===== src/rtl/umi_reg_dev_pkg.sv =====
// Shared UMI definitions: opcodes, command field positions, error code and
// the response holding FSM state type.
package umi_reg_dev_pkg;

    localparam logic [4:0] UMI_REQ_READ   = 5'h01;
    localparam logic [4:0] UMI_RESP_READ  = 5'h02;
    localparam logic [4:0] UMI_REQ_WRITE  = 5'h03;
    localparam logic [4:0] UMI_RESP_WRITE = 5'h04;
    localparam logic [4:0] UMI_REQ_POSTED = 5'h05;

    localparam int UMI_OPCODE_LSB = 0;
    localparam int UMI_OPCODE_W   = 5;
    localparam int UMI_SIZE_LSB   = 5;
    localparam int UMI_SIZE_W     = 3;
    localparam int UMI_LEN_LSB    = 8;
    localparam int UMI_LEN_W      = 8;
    localparam int UMI_ERR_LSB    = 25;
    localparam int UMI_ERR_W      = 2;

    localparam logic [2:0] UMI_SIZE_WORD  = 3'd2;
    localparam logic [1:0] UMI_ERR_DEVERR = 2'b10;

    typedef enum logic {
        RESP_IDLE = 1'b0,
        RESP_PEND = 1'b1
    } resp_state_e;

endpackage


===== src/rtl/umi_reg_dev_resp.sv =====
// Single-entry UMI response holding register. A load replaces the held
// response; without a load, a drained response empties the stage.
module umi_reg_dev_resp #(
    parameter int CW = 32,
    parameter int AW = 64,
    parameter int DW = 32
) (
    input  logic          clk,
    input  logic          nreset,
    input  logic          load,
    input  logic [CW-1:0] load_cmd,
    input  logic [AW-1:0] load_dstaddr,
    input  logic [AW-1:0] load_srcaddr,
    input  logic [DW-1:0] load_data,
    output logic          resp_valid,
    input  logic          resp_ready,
    output logic [CW-1:0] resp_cmd,
    output logic [AW-1:0] resp_dstaddr,
    output logic [AW-1:0] resp_srcaddr,
    output logic [DW-1:0] resp_data
);
    import umi_reg_dev_pkg::*;

    resp_state_e state;

    // The parent only loads when the stage is empty or draining this cycle.
    always_ff @(posedge clk or negedge nreset) begin
        if (!nreset) begin
            state        <= RESP_IDLE;
            resp_valid   <= 1'b0;
            resp_cmd     <= '0;
            resp_dstaddr <= '0;
            resp_srcaddr <= '0;
            resp_data    <= '0;
        end else begin
            if (load) begin
                state        <= RESP_PEND;
                resp_valid   <= 1'b1;
                resp_cmd     <= load_cmd;
                resp_dstaddr <= load_dstaddr;
                resp_srcaddr <= load_srcaddr;
                resp_data    <= load_data;
            end else if (state == RESP_PEND && resp_ready) begin
                state      <= RESP_IDLE;
                resp_valid <= 1'b0;
            end
        end
    end

endmodule


===== src/rtl/umi_reg_dev.sv =====
// UMI register device: NREG 32-bit registers reachable through UMI
// read/write/posted requests, with a one-deep response stage.
module umi_reg_dev #(
    parameter int CW   = 32,
    parameter int AW   = 64,
    parameter int DW   = 32,
    parameter int NREG = 16
) (
    input  logic               clk,
    input  logic               nreset,
    input  logic               udev_req_valid,
    output logic               udev_req_ready,
    input  logic [CW-1:0]      udev_req_cmd,
    input  logic [AW-1:0]      udev_req_dstaddr,
    input  logic [AW-1:0]      udev_req_srcaddr,
    input  logic [DW-1:0]      udev_req_data,
    output logic               udev_resp_valid,
    input  logic               udev_resp_ready,
    output logic [CW-1:0]      udev_resp_cmd,
    output logic [AW-1:0]      udev_resp_dstaddr,
    output logic [AW-1:0]      udev_resp_srcaddr,
    output logic [DW-1:0]      udev_resp_data,
    output logic [NREG*32-1:0] reg_q,
    output logic [NREG-1:0]    reg_wr,
    output logic [15:0]        err_count
);
    import umi_reg_dev_pkg::*;

    localparam int LW = $clog2(NREG);

    logic                    accept;
    logic                    is_read;
    logic                    is_write;
    logic                    is_posted;
    logic                    addr_ok;
    logic                    bad;
    logic                    load;
    logic [UMI_OPCODE_W-1:0] opcode;
    logic [LW-1:0]           idx;
    logic [31:0]             rd_word;
    logic [CW-1:0]           rsp_cmd;
    logic [DW-1:0]           rsp_data;
    logic                    unused_bits;

    assign udev_req_ready = !udev_resp_valid || udev_resp_ready;
    assign accept         = udev_req_valid && udev_req_ready;

    assign opcode    = udev_req_cmd[UMI_OPCODE_LSB +: UMI_OPCODE_W];
    assign is_read   = (opcode == UMI_REQ_READ);
    assign is_write  = (opcode == UMI_REQ_WRITE);
    assign is_posted = (opcode == UMI_REQ_POSTED);

    // Only aligned single-word accesses that land inside the register window.
    assign idx     = udev_req_dstaddr[LW+1:2];
    assign addr_ok = (udev_req_dstaddr[1:0] == 2'b00)
                  && ((udev_req_dstaddr >> (LW + 2)) == '0)
                  && (udev_req_cmd[UMI_SIZE_LSB +: UMI_SIZE_W] == UMI_SIZE_WORD)
                  && (udev_req_cmd[UMI_LEN_LSB +: UMI_LEN_W] == '0);

    assign bad     = !(is_read || is_write || is_posted) || !addr_ok;
    assign load    = accept && (is_read || is_write);
    assign rd_word = reg_q[{idx, 5'b0} +: 32];

    assign unused_bits = ^{udev_req_cmd, udev_req_data};

    always_comb begin
        rsp_cmd = '0;
        rsp_cmd[UMI_OPCODE_LSB +: UMI_OPCODE_W] = is_read ? UMI_RESP_READ : UMI_RESP_WRITE;
        rsp_cmd[UMI_SIZE_LSB +: UMI_SIZE_W] = udev_req_cmd[UMI_SIZE_LSB +: UMI_SIZE_W];
        rsp_cmd[UMI_LEN_LSB +: UMI_LEN_W]   = udev_req_cmd[UMI_LEN_LSB +: UMI_LEN_W];
        if (!addr_ok) begin
            rsp_cmd[UMI_ERR_LSB +: UMI_ERR_W] = UMI_ERR_DEVERR;
        end
        rsp_data = '0;
        if (is_read && addr_ok) begin
            rsp_data[31:0] = rd_word;
        end
    end

    always_ff @(posedge clk or negedge nreset) begin
        if (!nreset) begin
            reg_q     <= '0;
            reg_wr    <= '0;
            err_count <= '0;
        end else begin
            reg_wr <= '0;
            if (accept && (is_write || is_posted) && addr_ok) begin
                reg_q[{idx, 5'b0} +: 32] <= udev_req_data[31:0];
                reg_wr[idx]              <= 1'b1;
            end
            if (accept && bad && err_count != 16'hFFFF) begin
                err_count <= err_count + 16'd1;
            end
        end
    end

    umi_reg_dev_resp #(
        .CW (CW),
        .AW (AW),
        .DW (DW)
    ) u_resp (
        .clk          (clk),
        .nreset       (nreset),
        .load         (load),
        .load_cmd     (rsp_cmd),
        .load_dstaddr (udev_req_srcaddr),
        .load_srcaddr (udev_req_dstaddr),
        .load_data    (rsp_data),
        .resp_valid   (udev_resp_valid),
        .resp_ready   (udev_resp_ready),
        .resp_cmd     (udev_resp_cmd),
        .resp_dstaddr (udev_resp_dstaddr),
        .resp_srcaddr (udev_resp_srcaddr),
        .resp_data    (udev_resp_data)
    );

endmodule


===== config.mk =====
export PLATFORM = sky130hd
export DESIGN_NAME = umi_reg_dev
export DESIGN_NICKNAME = d
export VERILOG_FILES = /design/src/rtl/umi_reg_dev_pkg.sv /design/src/rtl/umi_reg_dev_resp.sv /design/src/rtl/umi_reg_dev.sv
export SDC_FILE = /design/constraint.sdc
export NUM_CORES = 2
export LEC_CHECK = 0
export CORE_AREA = 2 2 361 363
export CTS_CLUSTER_DIAMETER = 120
export DETAILED_ROUTE_END_ITERATION = 12
export DIE_AREA = 0 0 363 365
export PLACE_DENSITY = 0.56
export SYNTH_ARGS = -nofsm -noshare
export SYNTH_HDL_FRONTEND = slang
export SYNTH_SLANG_ARGS = --single-unit

===== constraint.sdc =====
create_clock -name clk -period 6.65 [get_ports clk]
set_clock_uncertainty 0.2 [all_clocks]
set_input_delay 0.665 -clock clk [delete_from_list [all_inputs] [get_ports clk]]
set_output_delay 0.665 -clock clk [all_outputs]
set_load 0.05 [all_outputs]

* After elaboration in Yosys (flattened, before gate mapping)
Cells that the tools add are included.
** Storage, ports and cells
- Register bits after elaboration :: 723
- Bits in latches :: 0
- RAM bits :: 0
- Bits in read-only memories :: 0
- Output and inout bits :: 738
- Memories kept :: 0
** Operators by class
- Add/sub/neg operators :: 2
- Multipliers :: 0
- Divide/modulo/power cells :: 0
- Order comparisons :: 2
- Eq/ne operators :: 5
- Shifts and indexed selects :: 3
- Muxes and demuxes :: 9
- Bitwise logic cells :: 0
- Reduce and logical (&&, ||, !) cells :: 24
** Operator list (number)
- $bwmux W512 :: 1
- $shift A32 B11 Y512 const A :: 1
- $shiftx A32 B11 Y512 :: 1
- $shiftx A512 B10 Y32 :: 1
- $logic_not A64 Y1 :: 1
- $mux W32 :: 1
- $add A16 B1 Y16 const B :: 1
- $mux W16 :: 1
- $ne A16 B16 Y1 const B :: 1
- $logic_and A1 B1 Y1 :: 12
- $neg A9 Y11 :: 1
- $logic_not A8 Y1 :: 1
- $eq A5 B1 Y1 const B :: 1
- $eq A5 B2 Y1 const B :: 1
- $eq A5 B3 Y1 const B :: 1
- $logic_or A1 B1 Y1 :: 5
- $lt A4 B5 Y1 const B :: 1
- $demux W1 S4 :: 1
- $ge A4 B1 Y1 const B :: 1
- $eq A3 B2 Y1 const B :: 1
- $logic_not A1 Y1 :: 3
- $mux W1 :: 3
- $mux W3 :: 1
- $logic_not A2 Y1 :: 1
- 2 further kinds :: 2

* Logic depth before layout (Yosys ltp)
- Depth after elaboration :: 8
- Gate-level depth with buffers :: 12

* By module
From an unflattened synthesis, not the netlist that was laid out.
** Second synthesis, totals
- Cells, all modules :: 2138
- Area total of the unflattened synthesis :: 32736.4 µm²
** By module, submodules not included
- umi_reg_dev :: times used 1, cells an instance 1730, area each 25517.0 µm², sequential area each 13613.1 µm²
- umi_reg_dev_resp :: times used 1, cells an instance 408, area each 7219.4 µm², sequential area each 4829.6 µm²

* Worst setup path after synthesis
OpenSTA, ideal clock, no wires.
- Path kind :: in2reg
- From :: in udev_req_dstaddr[3]
- To :: reg reg_q[450]
- Library setup time :: 0.128 ns
- Arrival time :: 3.211 ns
- Required time :: 6.322 ns
- Slack :: 3.111 ns
- Stages on the path :: 11
- Buffers on the path :: 6
- Cells stage by stage :: clkbuf_1 clkbuf_1 clkbuf_1 inv_1 ha_1 clkbuf_1 nor3b_1 and4_1 buf_2 buf_6 mux2_1
** Between the ends
- Longest elaborated chain between the ends :: 3
- Elaborated cells on any way between the ends :: 4
- Those cells by class :: 1 x add/sub; 2 x shift; 1 x mux
** RTL lines
- from (decl) :: RTL line umi_reg_dev.sv:14 : input logic [AW-1:0] udev_req_dstaddr,
- $neg A9 Y11 * :: RTL line umi_reg_dev.sv:88 : reg_q[{idx, 5'b0} +: 32] <= udev_req_data[31:0];
- $shiftx A32 B11 Y512 / $shift A32 B11 Y512 (equally long branches) :: RTL line umi_reg_dev.sv:88
- $bwmux W512 * :: RTL line umi_reg_dev.sv:88
- to (signal, indexed assignment) :: RTL line umi_reg_dev.sv:88
- to (decl) :: RTL line umi_reg_dev.sv:23 : output logic [NREG*32-1:0] reg_q,
Mark *: on every way between the ends. The rest lies on a longest branch, timed or not.
A chain may end at the register's enable or synchronous reset.

* Worst setup path in the final report
- From :: in udev_req_dstaddr[50]
- To :: reg reg_q[449]
** Between the ends
- Longest elaborated chain between the ends :: 5
** RTL lines
- $logic_not A64 Y1 :: RTL line umi_reg_dev.sv:56 : && ((udev_req_dstaddr >> (LW + 2)) == '0)
- $logic_and A1 B1 Y1 :: RTL line umi_reg_dev.sv:56
- $logic_and A1 B1 Y1 :: RTL line umi_reg_dev.sv:57 : && (udev_req_cmd[UMI_SIZE_LSB +: UMI_SIZE_W] == UMI_SIZE_WORD)
- $logic_and A1 B1 Y1 :: RTL line umi_reg_dev.sv:58 : && (udev_req_cmd[UMI_LEN_LSB +: UMI_LEN_W] == '0);
- $logic_and A1 B1 Y1 :: RTL line umi_reg_dev.sv:87 : if (accept && (is_write || is_posted) && addr_ok) begin
No other way between the ends.

==> metrics.txt <==
TritonRoute pass-1 iters 4; largest net degree at the start of global routing 172; Die ar. 132,000 um^2; clk buf depth 3; critical path type in2reg; GPL Wtd Cong 0.820; layout cells sized above 1 27.8%; RSZ-0062 raised after global routing false; Yosys reg bits 719; Worst Hold Depth 2; final-stage net count 3,158; Max FO, Critical Path 32; vias in the first global route 23,100; Final Max Tran Viols 0; Critical Path RT 7.00 ns; Core ar. 129,000 um^2; pwr dens 257 nW/um^2; fin area 44,900 um^2; Hold WC Path Type reg2reg; placed inst area 42,100 um^2; DRC violations left 0; CP startpoint udev_req_dstaddr[50]; clock buffer count from CTS 87; Leak 20.2 nW; max cap viols 0; average vias per placed instance 4.81; CTS Hold Bufs 1; routed via count 22,600; Worst-Skew Late Latency 0.69 ns; post-route worst setup slack 2.45 ns; final setup vio count 0; worst hold slack 0.288 ns; CTS tree yes; post-synth top area cell dfrtp_1; dominant cells by area after synthesis dfrtp_1 (57%), mux2_2 (17%), mux4_2 (11%), mux2_1 (1.8%), nand2_1 (1.7%); Period minus WS final 4.20 ns; post-cts sizing count 0; chip width 363 um; CP startpoint kind primary input; Worst R2R Setup Slack 3.29 ns; Fin. Hold Viols 0; status finished clean; R2R depth 6; reg-to-reg critical path endpoint u_resp.resp_dstaddr[27]; Core Rows 132; most common cell in the netlist dfrtp_1; Worst Hold Launch u_resp.resp_cmd[26]; wire per inst 29.2 um; initial antenna violation count 7; All-Layer GR Usage 20.1%; Cell variety after synth 47; Syn Area/Cell 14.9 um^2; setup slack at placement 1.84 ns; Async S/R FF share, synth 100%; critical path arrival 4.55 ns; Initial DRC Count 1,429; clock sinks 719; ys flop type dfrtp_1; Synth Cell Area 31,300 um^2; period utilization 63.1%; Chip Height 365 um; postcts setup bufs 0; fmax 238 MHz; post-synth top area share 57.4%; remaining antenna violation count 0; Slew @ Worst Pin 1.11 ns; num ports 934; Post-synth top cells dfrtp_1 (719), mux2_2 (478), mux4_2 (160); worst reg2reg startpoint u_resp.state; first-pass GRT wire length 189 mm; CTS root buf clkbuf_16; setup_tns 0 ns; HPWL after detailed placement 96.5 mm; Post-synth EDFFs 0; CTS clk-pin slew, worst paths 0.06 ns; Syn-to-layout area delta 43.3%; WHS Endpoint u_resp.resp_cmd[26]; total congestion overflow 0; H-tree depth 3; Worst Setup End Kind register; Port Buffers 899; slew margin rel. 25.8%; yosys warns 0; Initial Util 24.4%; Syn Inst Count 2,103; drt total wl 137 mm; worst vdd ir 0.166 mV; sequential area share after synthesis 57.4%
## layer usage
metal	vias to the layer above	GRT usage (%)	share of wire, %
met5	-	0	0.013
met4	2	5.17	2.5
met3	174	7.16	8.6
met2	859	33.6	49
met1	12100	24.6	40
li1	9426	-	-
## cells in the final DEF, fill, tap and decap left out, types with 37 or more instances in the layout
| cell type | netlist | layout |
|---|---|---|
| clkdlybuf4s50_1 | 0 | 894 |
| dfrtp_1 | 719 | 719 |
| and3_1 | 41 | 41 |
| clkbuf_16 | 0 | 88 |
| mux2_1 | 49 | 49 |
| nand2_1 | 142 | 137 |
| mux4_2 | 160 | 160 |
| buf_4 | 18 | 37 |
| o21ai_0 | 99 | 99 |
| mux2_2 | 478 | 478 |
## area by class of cell
cell class | count | area (um^2)
diodes | 1 | 2.50
well taps | 1675 | 2100
multi-input cells | 1178 | 12600
repair buffers | 938 | 9340
clock buffers | 121 | 2530
inverters | 33 | 124
flip-flops and latches | 719 | 18000
fillers | 12600 | 83700
clock inverters | 31 | 299
## worst max-delay path, cell delays in order
cell	delay (ns)
clkdlybuf4s50_1	0.46
nor4_1	0.60
nand4_1	0.28
or3_4	0.52
nor3_4	0.52
and4_4	1.01
mux2_2	0.41
## report_power, final
group,internal (mW),switching (mW),leakage (nW),total [mW]
combinational,0.697,1.35,9.11,2.05
clock,2.80,1.97,1.40,4.77
sequential,4.60,0.133,9.64,4.73
## flip-flops by register name, indices dropped and copies added, names as in the netlist
name	flops
u_resp.resp_data	32
err_count	16
u_resp.resp_cmd	14
u_resp.state	1
reg_wr	16
reg_q	512
u_resp.resp_dstaddr	64
u_resp.resp_srcaddr	64
## worst max path at each step
| stage | to | slack, ns | cells after the start |
|---|---|---|---|
| floorplan | reg_q[450] | 3.11 | 11 |
| global placement | reg_q[144] | 1.83 | 8 |
| detailed placement | reg_q[430] | 1.84 | 8 |
| CTS | reg_q[433] | 2.57 | 8 |
| global route | reg_q[433] | 2.44 | 8 |
| finish | reg_q[449] | 2.45 | 7 |
## metrics by stage
step / instances / util [%] / total power, mW
after floorplan: 2120 / - / 5.98
after global placement: 4542 / 32.7 / 6.86
after detailed placement: 4542 / 32.7 / 6.87
after CTS: 4695 / 34.9 / 11.7
after global routing: 4695 / 34.9 / 11.9
final: 4696 / 34.9 / 11.5
## cell families (layout without fill, tap and decap cells)
logic type                 count (synthesis)  after routing  synth area share, %
muxes                                    717            717                 31.4
other                                      1             19               0.0120
adders and majority gates                  5              5                0.200
DFF                                      719            719                 57.4
buffers and inverters                    223           1123                 3.07
and+or+nand+nor                          283            283                 4.69
xor gates and xnor gates                  17             17                0.475
AOI/OAI and AO/OA                        138            138                 2.78
(Power assumes the default switching activity.)
